[src/rtl/wb_commit_checker_exp_fifo.sv]
// Synchronous FIFO holding the expected (rd, data) commits in program order.
// Push and pop may happen in the same cycle; a push into a full FIFO is
// dropped even if a pop frees a slot on the same edge.
module wb_commit_checker_exp_fifo #(
    parameter int W     = 37,
    parameter int DEPTH = 8
) (
    input  logic                     CLK,
    input  logic                     RESET,
    input  logic                     push,
    input  logic                     pop,
    input  logic [W-1:0]             wdata,
    output logic [W-1:0]             rdata,
    output logic                     full,
    output logic                     empty,
    output logic [$clog2(DEPTH):0]   count
);

    localparam int AW = $clog2(DEPTH);

    logic [W-1:0]  mem [DEPTH];
    logic [AW-1:0] wr_ptr;
    logic [AW-1:0] rd_ptr;
    logic          push_ok;
    logic          pop_ok;

    assign full    = (count == (AW+1)'(DEPTH));
    assign empty   = (count == '0);
    assign push_ok = push && !full;
    assign pop_ok  = pop && !empty;
    assign rdata   = mem[rd_ptr];

    // Storage is data only and is never cleared; occupancy guards reads
    always_ff @(posedge CLK) begin
        if (push_ok) mem[wr_ptr] <= wdata;
    end

    // Pointers wrap naturally because DEPTH is a power of two
    always_ff @(posedge CLK or posedge RESET) begin
        if (RESET) begin
            wr_ptr <= '0;
            rd_ptr <= '0;
            count  <= '0;
        end else begin
            if (push_ok) wr_ptr <= wr_ptr + 1'b1;
            if (pop_ok)  rd_ptr <= rd_ptr + 1'b1;
            case ({push_ok, pop_ok})
                2'b10:   count <= count + 1'b1;
                2'b01:   count <= count - 1'b1;
                default: count <= count;
            endcase
        end
    end

endmodule

[config.mk]
export PLATFORM = sky130hd
export DESIGN_NAME = wb_commit_checker_exp_fifo
export DESIGN_NICKNAME = d
export VERILOG_FILES = /design/src/rtl/wb_commit_checker_exp_fifo.sv
export SDC_FILE = /design/constraint.sdc
export NUM_CORES = 1
export LEC_CHECK = 0
export CORE_ASPECT_RATIO = 0.75
export CORE_MARGIN = 3
export CORE_UTILIZATION = 40
export CTS_CLUSTER_SIZE = 25
export DETAILED_ROUTE_END_ITERATION = 16
export PLACE_DENSITY = 0.62
export SYNTH_ARGS = -nofsm -noshare
export SYNTH_HDL_FRONTEND = slang
export SYNTH_SLANG_ARGS = --single-unit
[constraint.sdc]
create_clock -name CLK -period 4.99 [get_ports CLK]
set_input_delay 0.499 -clock CLK [delete_from_list [all_inputs] [get_ports CLK]]
set_output_delay 0.499 -clock CLK [all_outputs]
set_load 0.005 [all_outputs]
==> results of run 1 <==
## area by class of cell
| type | instances | area share, % |
|---|---|---|
| flip-flops and latches | 306 | 65.4 |
| multi-input cells | 161 | 17.9 |
| repair buffers | 95 | 6.67 |
| clock buffers | 37 | 5.54 |
| well taps | 385 | 3.44 |
| clock inverters | 15 | 0.912 |
| inverters | 7 | 0.188 |
## registers in the layout, summed over array words and instances, names as in the netlist
signal,flops
wr_ptr,3
rd_ptr,3
mem,296
count,4
## critical path: stages (launching register included)
cell             delay [ps]
dfrtp_4                 920
buf_12                  400
mux4_2                  560
mux2_2                  300
clkdlybuf4s50_1         460
## cells by family (layout without fill, tap and decap cells)
| family | count (synthesis) | after routing | synth area share, % |
|---|---|---|---|
| compound gates | 7 | 7 | 0.437 |
| xor+xnor | 6 | 6 | 0.447 |
| fa+ha+maj | 6 | 6 | 0.703 |
| buf+inv | 28 | 154 | 1.36 |
| flops | 306 | 306 | 77.8 |
| mux | 114 | 114 | 18.0 |
| simple gates | 28 | 28 | 1.26 |
## path summary, 6_finish.rpt
path,startpoint,end
setup reg to reg,count[0],count[3]
setup / recovery,rd_ptr[0],rdata[24]
hold / removal,RESET,count[1]
max in group asynchronous,RESET,rd_ptr[1]
min in group CLK,wr_ptr[0],wr_ptr[0]
hold reg to reg,wr_ptr[0],wr_ptr[0]
## power by group through the flow
stage	combinational, mW	sequential [mW]	clock, mW
after floorplan	1.60	3.40	0
after global placement	2.42	3.61	0
after detailed placement	2.45	3.64	0
after CTS	2.46	3.59	2.16
after global routing	2.59	3.64	2.25
final	2.39	3.57	2.09
## metal layers
metal	global-route usage [%]	up-vias	share of wire, %
met5	0	-	0.079
met2	24.7	97	50
met4	2.85	4	1.8
met1	19.7	2774	44
met3	3.87	37	4.9
li1	-	2308	-
## cells in the final DEF, fill, tap and decap left out, types with 3 or more instances in the layout
cell type,instances
edfxtp_1,296
nor2_4,6
clkinv_1,6
nand2_1,6
clkbuf_1,6
ha_1,5
mux4_2,74
dfrtp_1,7
nand3_1,3
clkdlybuf4s50_1,83
clkinv_2,4
mux2_2,39
clkbuf_16,29
inv_1,6
xnor2_1,5
buf_4,11
## synth_stat cells
| master | count |
|---|---|
| o41ai_1 | 1 |
| buf_1 | 1 |
| buf_2 | 8 |
| o211ai_1 | 1 |
| nor3b_1 | 2 |
| o21ai_0 | 1 |
| xor2_1 | 1 |
| mux2_2 | 39 |
| nor2_1 | 7 |
| mux4_2 | 74 |
| nand2_2 | 1 |
| nand2b_1 | 2 |
| a2111o_1 | 1 |
| fa_1 | 1 |
| clkbuf_1 | 6 |
| buf_6 | 6 |
| nand3_1 | 3 |
| mux2i_1 | 1 |
| nand2_1 | 6 |
| nand4_1 | 1 |
| inv_2 | 1 |
| nor3_1 | 2 |
| ha_1 | 5 |
| a21oi_1 | 2 |
| inv_1 | 6 |
| nand3b_1 | 1 |
| dfrtp_1 | 10 |
| xnor2_1 | 5 |
| o311ai_0 | 1 |
| edfxtp_1 | 296 |
| nor4_1 | 1 |
| or4b_1 | 2 |
## per-stage QoR
step	setup WS, ps	area (um2)
detailed placement	1770	13100
finish	1280	14000
global placement	1780	13100
global route	1020	14000
floorplan	1140	11700
CTS	1170	14000
==> Implementation_results.wiki, run 1 <==
{| class="wikitable"
! Metric !! Value
|-
| Register share of total power || 44.4%
|-
| CTS buffer count || 29
|-
| Data required time of the critical path || 4490 ps
|-
| Peak supply drop || 349 uV
|-
| Flip-flop and latch area || 9150 um2
|-
| Arrival time of data at the critical path endpoint || 3220 ps
|-
| Most area-consuming cells after synthesis || edfxtp_1 (76%), mux4_2 (14%), mux2_2 (3.7%)
|-
| Capturing element type of the critical path || output port
|-
| Global-route wire length before repair || 34700 um
|-
| Setup TNS Final || 0 ps
|-
| Switching component of the power || 2.18 mW
|-
| Leakage power || 4.41 nW
|-
| Share of post-route cells with drive strength above 1 || 28.7%
|-
| Hold WC Path Type || in -> async
|-
| Cell-internal power || 5.88 mW
|-
| Dpl cells || 954
|-
| Clock Pin Slew Worst Setup and Hold Paths || 60 ps
|-
| Die X-Extent || 204 um
|-
| Final Max Slew Viols || 0
|-
| Final Cycle Share || 74.4%
|-
| Critical setup path kind || reg -> out
|-
| Mean area per synthesized cell || 23.7 um2
|-
| FMAX || 0.269 GHz
|-
| Area of combinational cells with multiple inputs || 2500 um2
|-
| Seq/Total Area, Yosys || 77.8%
|-
| Total number of yosys warnings || 0
|-
| Result of the run || finished clean
|-
| Slack of the worst reg-to-reg path || 1980 ps
|-
| DRC violations left || 0
|-
| Final ANT Viol Nets || 0
|-
| Routability Congestion || 0.723
|-
| Max_cap viols || 0
|-
| Std-Cell Core Area || 28400 um2
|-
| Remaining Overflow, GRT || 0
|-
| Startpoint kind of the worst setup timing path || flip-flop
|-
| Count of non-filler cells in the finished layout || 1006
|-
| Final setup violating endpoints || 0
|-
| Slew Limit Headroom || 24.8%
|-
| Total power || 8.06 mW
|-
| Via count of the routed design || 5220
|-
| Starting density of the core || 41.3%
|-
| Placed wire-length estimate after detailed placement || 12500 um
|-
| Post-cts gate resize count || 0
|-
| Total clock sinks || 306
|-
| Cell variety after synth || 32
|-
| Unrepaired setup endpoints after global routing || false
|-
| Vias in the first global route || 5632
|-
| Overall die height || 154 um
|-
| Slew @ Worst Pin || 1130 ps
|-
| Number of hold buffers added after cts || 0
|-
| Syn Inst Count || 495
|-
| Area share of the largest cell type after synthesis || 75.7%
|-
| Number of vias per cell after detailed routing || 5.19
|-
| Area of the die || 31500 um2
|-
| CTS H-tree depth || 1
|-
| Post-synth design cell area || 11700 um2
|-
| Library cell with the largest summed area after synthesis || edfxtp_1
|-
| Switching part of the total power || 27.0%
|-
| Port Buf Inserts || 83
|-
| Relative area change from synthesis to final layout || 19.1%
|-
| Number of fill cells in the layout || 2280
|-
| Pin count of the biggest net entering global routing || 77
|-
| Logic gate share of total power || 29.7%
|-
| Standard-cell rows || 53
|-
| GRT Resource Usage Total || 14.7%
|-
| Fraction of the core area covered by cells at the end of the flow || 49.2%
|-
| Pwr/cell area || 575 nW/um2
|-
| Number of buffers inserted to repair setup after CTS || 0
|-
| Critical path fanouts, max || 41
|-
| Iter 0 DRT Violations || 314
|-
| TritonCTS clock tree || yes
|-
| N_diodes || 0
|-
| Number of cells on the worst reg-to-reg path || 7
|-
| Antenna violations before repair || 2
|-
| Clock power frac || 25.9%
|-
| Insertion delay of the later-clocked pin in the worst-skew pair || 550 ps
|-
| Largest buffer count on any clock path || 3
|-
| Clock tree skew after final layout || 20.0 ps
|-
| Clock tree root buffer cell || clkbuf_16
|-
| Final wirelength || 22700 um
|-
| Mapped Nets || 542
|-
| Final Net Count || 647
|-
| Worst hold margin || 252 ps
|-
| Number of synthesized register bits || 306
|-
| Number of primary I/O pins || 84
|-
| Minimum clock period || 3710 ps
|-
| Final hold violation count || 0
|-
| Number of detailed-routing iterations run before antenna repair || 4
|-
| Routed len/inst || 22.6 um
|}
Power figures use the tool's default switching activity.
==> run 2, diff against run 1 <==
- PLACE_DENSITY: 0.62 -> 0.64
- clock period: 4.99 -> 3.12 ns (I/O delays scaled with it)
==> run 2 against run 1 <==
- register-to-register slack lost 1700 ps
- non-clock buffer count grew 13
- via count grew 3.6%
- sequential share of layout area shrank 0.99 points
- die area is the same
- flip-flop and latch count is the same
- setup slack lost 1100 ps
- critical path depth is the same
- combinational power grew 80%
- cell count grew 1.7%
- power grew 65%
- worst hold slack lost 170 ps
- largest cell class unchanged
- largest power group unchanged
==> Implementation_results.wiki, run 2 (synthesis results as in run 1) <==
{| class="wikitable"
! Metric !! Value
|-
| Number of detailed-routing iterations run before antenna repair || 4 (unchanged)
|-
| Number of vias per cell after detailed routing || 5.28 (+1.8%)
|-
| Routed len/inst || 23.0 um (+1.8%)
|-
| Std-Cell Core Area || 28400 um2 (unchanged)
|-
| Via count of the routed design || 5406 (+3.6%)
|-
| Clock tree root buffer cell || clkbuf_16
|-
| Share of post-route cells with drive strength above 1 || 31.1% (+2.4 points)
|-
| GRT Resource Usage Total || 15.1% (+0.43 points)
|-
| Final hold violation count || 0 (unchanged)
|-
| Capturing element type of the critical path || output port
|-
| Global-route wire length before repair || 35600 um (+2.5%)
|-
| Final Net Count || 661 (+2.2%)
|-
| CTS buffer count || 30 (+3.4%)
|-
| Switching component of the power || 3.67 mW (+69%)
|-
| Relative area change from synthesis to final layout || 21.0%
|-
| Critical setup path kind || reg -> out
|-
| Area of combinational cells with multiple inputs || 2520 um2 (+0.50%)
|-
| Hold WC Path Type || in -> async
|-
| Number of primary I/O pins || 84 (unchanged)
|-
| Placed wire-length estimate after detailed placement || 13500 um (+8.1%)
|-
| Final setup violating endpoints || 0 (unchanged)
|-
| Vias in the first global route || 5783 (+2.7%)
|-
| Pwr/cell area || 933 nW/um2 (+62%)
|-
| Pin count of the biggest net entering global routing || 41 (-47%)
|-
| Flip-flop and latch area || 9150 um2 (unchanged)
|-
| Result of the run || finished clean
|-
| Clock power frac || 26.1% (+0.2 points)
|-
| FMAX || 0.335 GHz
|-
| Final wirelength || 23500 um (+3.5%)
|-
| Arrival time of data at the critical path endpoint || 2670 ps (-550 ps)
|-
| Cell-internal power || 9.59 mW (+63%)
|-
| Peak supply drop || 576 uV (+65%)
|-
| DRC violations left || 0 (unchanged)
|-
| Number of cells on the worst reg-to-reg path || 7 (unchanged)
|-
| Critical path fanouts, max || 40 (-2.4%)
|-
| Final Cycle Share || 95.7%
|-
| Slack of the worst reg-to-reg path || 240 ps (-1740 ps)
|-
| Most frequent standard cell in the layout excluding fill and tap cells || edfxtp_1
|-
| CTS H-tree depth || 1 (unchanged)
|-
| Total clock sinks || 306 (unchanged)
|-
| Port Buf Inserts || 83 (unchanged)
|-
| Setup TNS Final || 0 ps (unchanged)
|-
| Data required time of the critical path || 2810 ps (-1680 ps)
|-
| Unrepaired setup endpoints after global routing || false
|-
| Max_cap viols || 0 (unchanged)
|-
| Standard-cell rows || 53 (unchanged)
|-
| RR Startpoint || count[0]
|-
| Total power || 13.3 mW (+65%)
|-
| Switching part of the total power || 27.7% (+0.68 points)
|-
| Remaining Overflow, GRT || 0 (unchanged)
|-
| Leakage power || 4.54 nW (+2.8%)
|-
| Startpoint kind of the worst setup timing path || flip-flop
|-
| Slew @ Worst Pin || 500 ps (-628 ps)
|-
| Iter 0 DRT Violations || 273 (-13%)
|-
| Area of the die || 31500 um2 (unchanged)
|-
| Slew Limit Headroom || 66.5% (+42 points)
|-
| Clock Pin Slew Worst Setup and Hold Paths || 60 ps (about the same)
|-
| Routability Congestion || 0.703 (-2.7%)
|-
| Die X-Extent || 204 um (unchanged)
|-
| Leading cell types in the layout, fill and taps excluded || edfxtp_1 (296), clkdlybuf4s50_1 (83), mux4_2 (74), mux2_2 (39), clkbuf_16 (31)
|-
| End of the worst register-to-register path || count[3]
|-
| Register bank with the most flops || mem
|-
| Antenna violations before repair || 4 (+2)
|-
| Largest buffer count on any clock path || 3 (unchanged)
|-
| Register share of total power || 41.4% (-3.0 points)
|-
| Insertion delay of the later-clocked pin in the worst-skew pair || 560 ps (about the same)
|-
| Minimum clock period || 2990 ps
|-
| Final Max Slew Viols || 0 (unchanged)
|-
| Logic gate share of total power || 32.5% (+2.8 points)
|-
| Overall die height || 154 um (unchanged)
|-
| Number of flip-flops in the largest register || 296 (unchanged)
|-
| Number of fill cells in the layout || 2227 (-2.3%)
|-
| Clock tree skew after final layout || 16.0 ps (-4.06 ps)
|-
| Worst hold margin || 78.3 ps (-174 ps)
|-
| Number of hold buffers added after cts || 0 (unchanged)
|-
| TritonCTS clock tree || yes
|-
| Final ANT Viol Nets || 0 (unchanged)
|-
| Biggest registers after layout || mem (296), count (4)
|-
| Starting density of the core || 41.3% (unchanged)
|}
run 2: changes by cell type in the layout (fill, tap and decap cells not counted), sizes merged:
cell / delta
clkinvlp: +1
clkinv: +6
inv: +1
buf: +13
clkbuf: -5
diode: +1
run 2: critical path: stages (launching register included):
cell and delay [ps]:
dfrtp_4 440, buf_12 310, mux4_2 560, mux2_2 310, clkdlybuf4s50_1 470
run 2: through the flow:
| step | cells | utilization (%) | instance area (um2) | worst slack [ps] |
|---|---|---|---|---|
| 2_1_floorplan | 495 | - | 11800 | 256 |
| 3_3_place_gp | 966 | 46.5 | 13200 | 382 |
| 3_5_place_dp | 966 | 46.5 | 13200 | 288 |
| 4_1_cts | 1022 | 50.0 | 14200 | 76.8 |
| 5_1_grt | 1023 | 50.0 | 14200 | 22.3 |
| 6_report | 1023 | 50.0 | 14200 | 135 |
run 2: repair_timing:
action | in CTS | in global routing
setup endpoints to repair | 6 | 0
buffers inserted | 1 | 0
endpoints found under the hold margin | 0 | 0
gates resized for setup | 0 | 0
run 2: routing by layer:
| metal | share of wire, % | wire, um | GRT usage, % | vias to the layer above |
|---|---|---|---|---|
| met3 | 5.3 | 1240 | 3.28 | 46 |
| met2 | 48 | 11400 | 24.4 | 141 |
| met4 | 2.2 | 529 | 4.19 | 6 |
| li1 | - | - | - | 2341 |
| met5 | 0.20 | 46 | 0 | - |
| met1 | 44 | 10300 | 21.1 | 2872 |
run 2: power groups by stage:
stage	Clock, mW	Sequential [mW]	Combinational (mW)
global route	3.70	5.55	4.63
global placement	0	5.58	4.25
CTS	3.55	5.51	4.43
detailed placement	0	5.63	4.31
finish	3.45	5.50	4.31
floorplan	0	5.43	2.56
run 2: cell type report:
type,count,area share (%)
inverters,7,0.185
well taps,385,3.39
clock buffers,32,5.48
multi-input cells,161,17.7
clock inverters,23,1.25
repair buffers,108,7.61
flip-flops and latches,306,64.4
diodes,1,0.0176
run 2: how the worst max path moves through the flow:
stage | depth (start not counted) | end | start
after floorplan | 3 | mem[7][0] | count[3]
after global placement | 7 | count[3] | count[0]
after detailed placement | 7 | count[3] | count[0]
after CTS | 4 | rdata[23] | rd_ptr[0]
after global routing | 4 | rdata[23] | rd_ptr[0]
final | 4 | rdata[23] | rd_ptr[0]
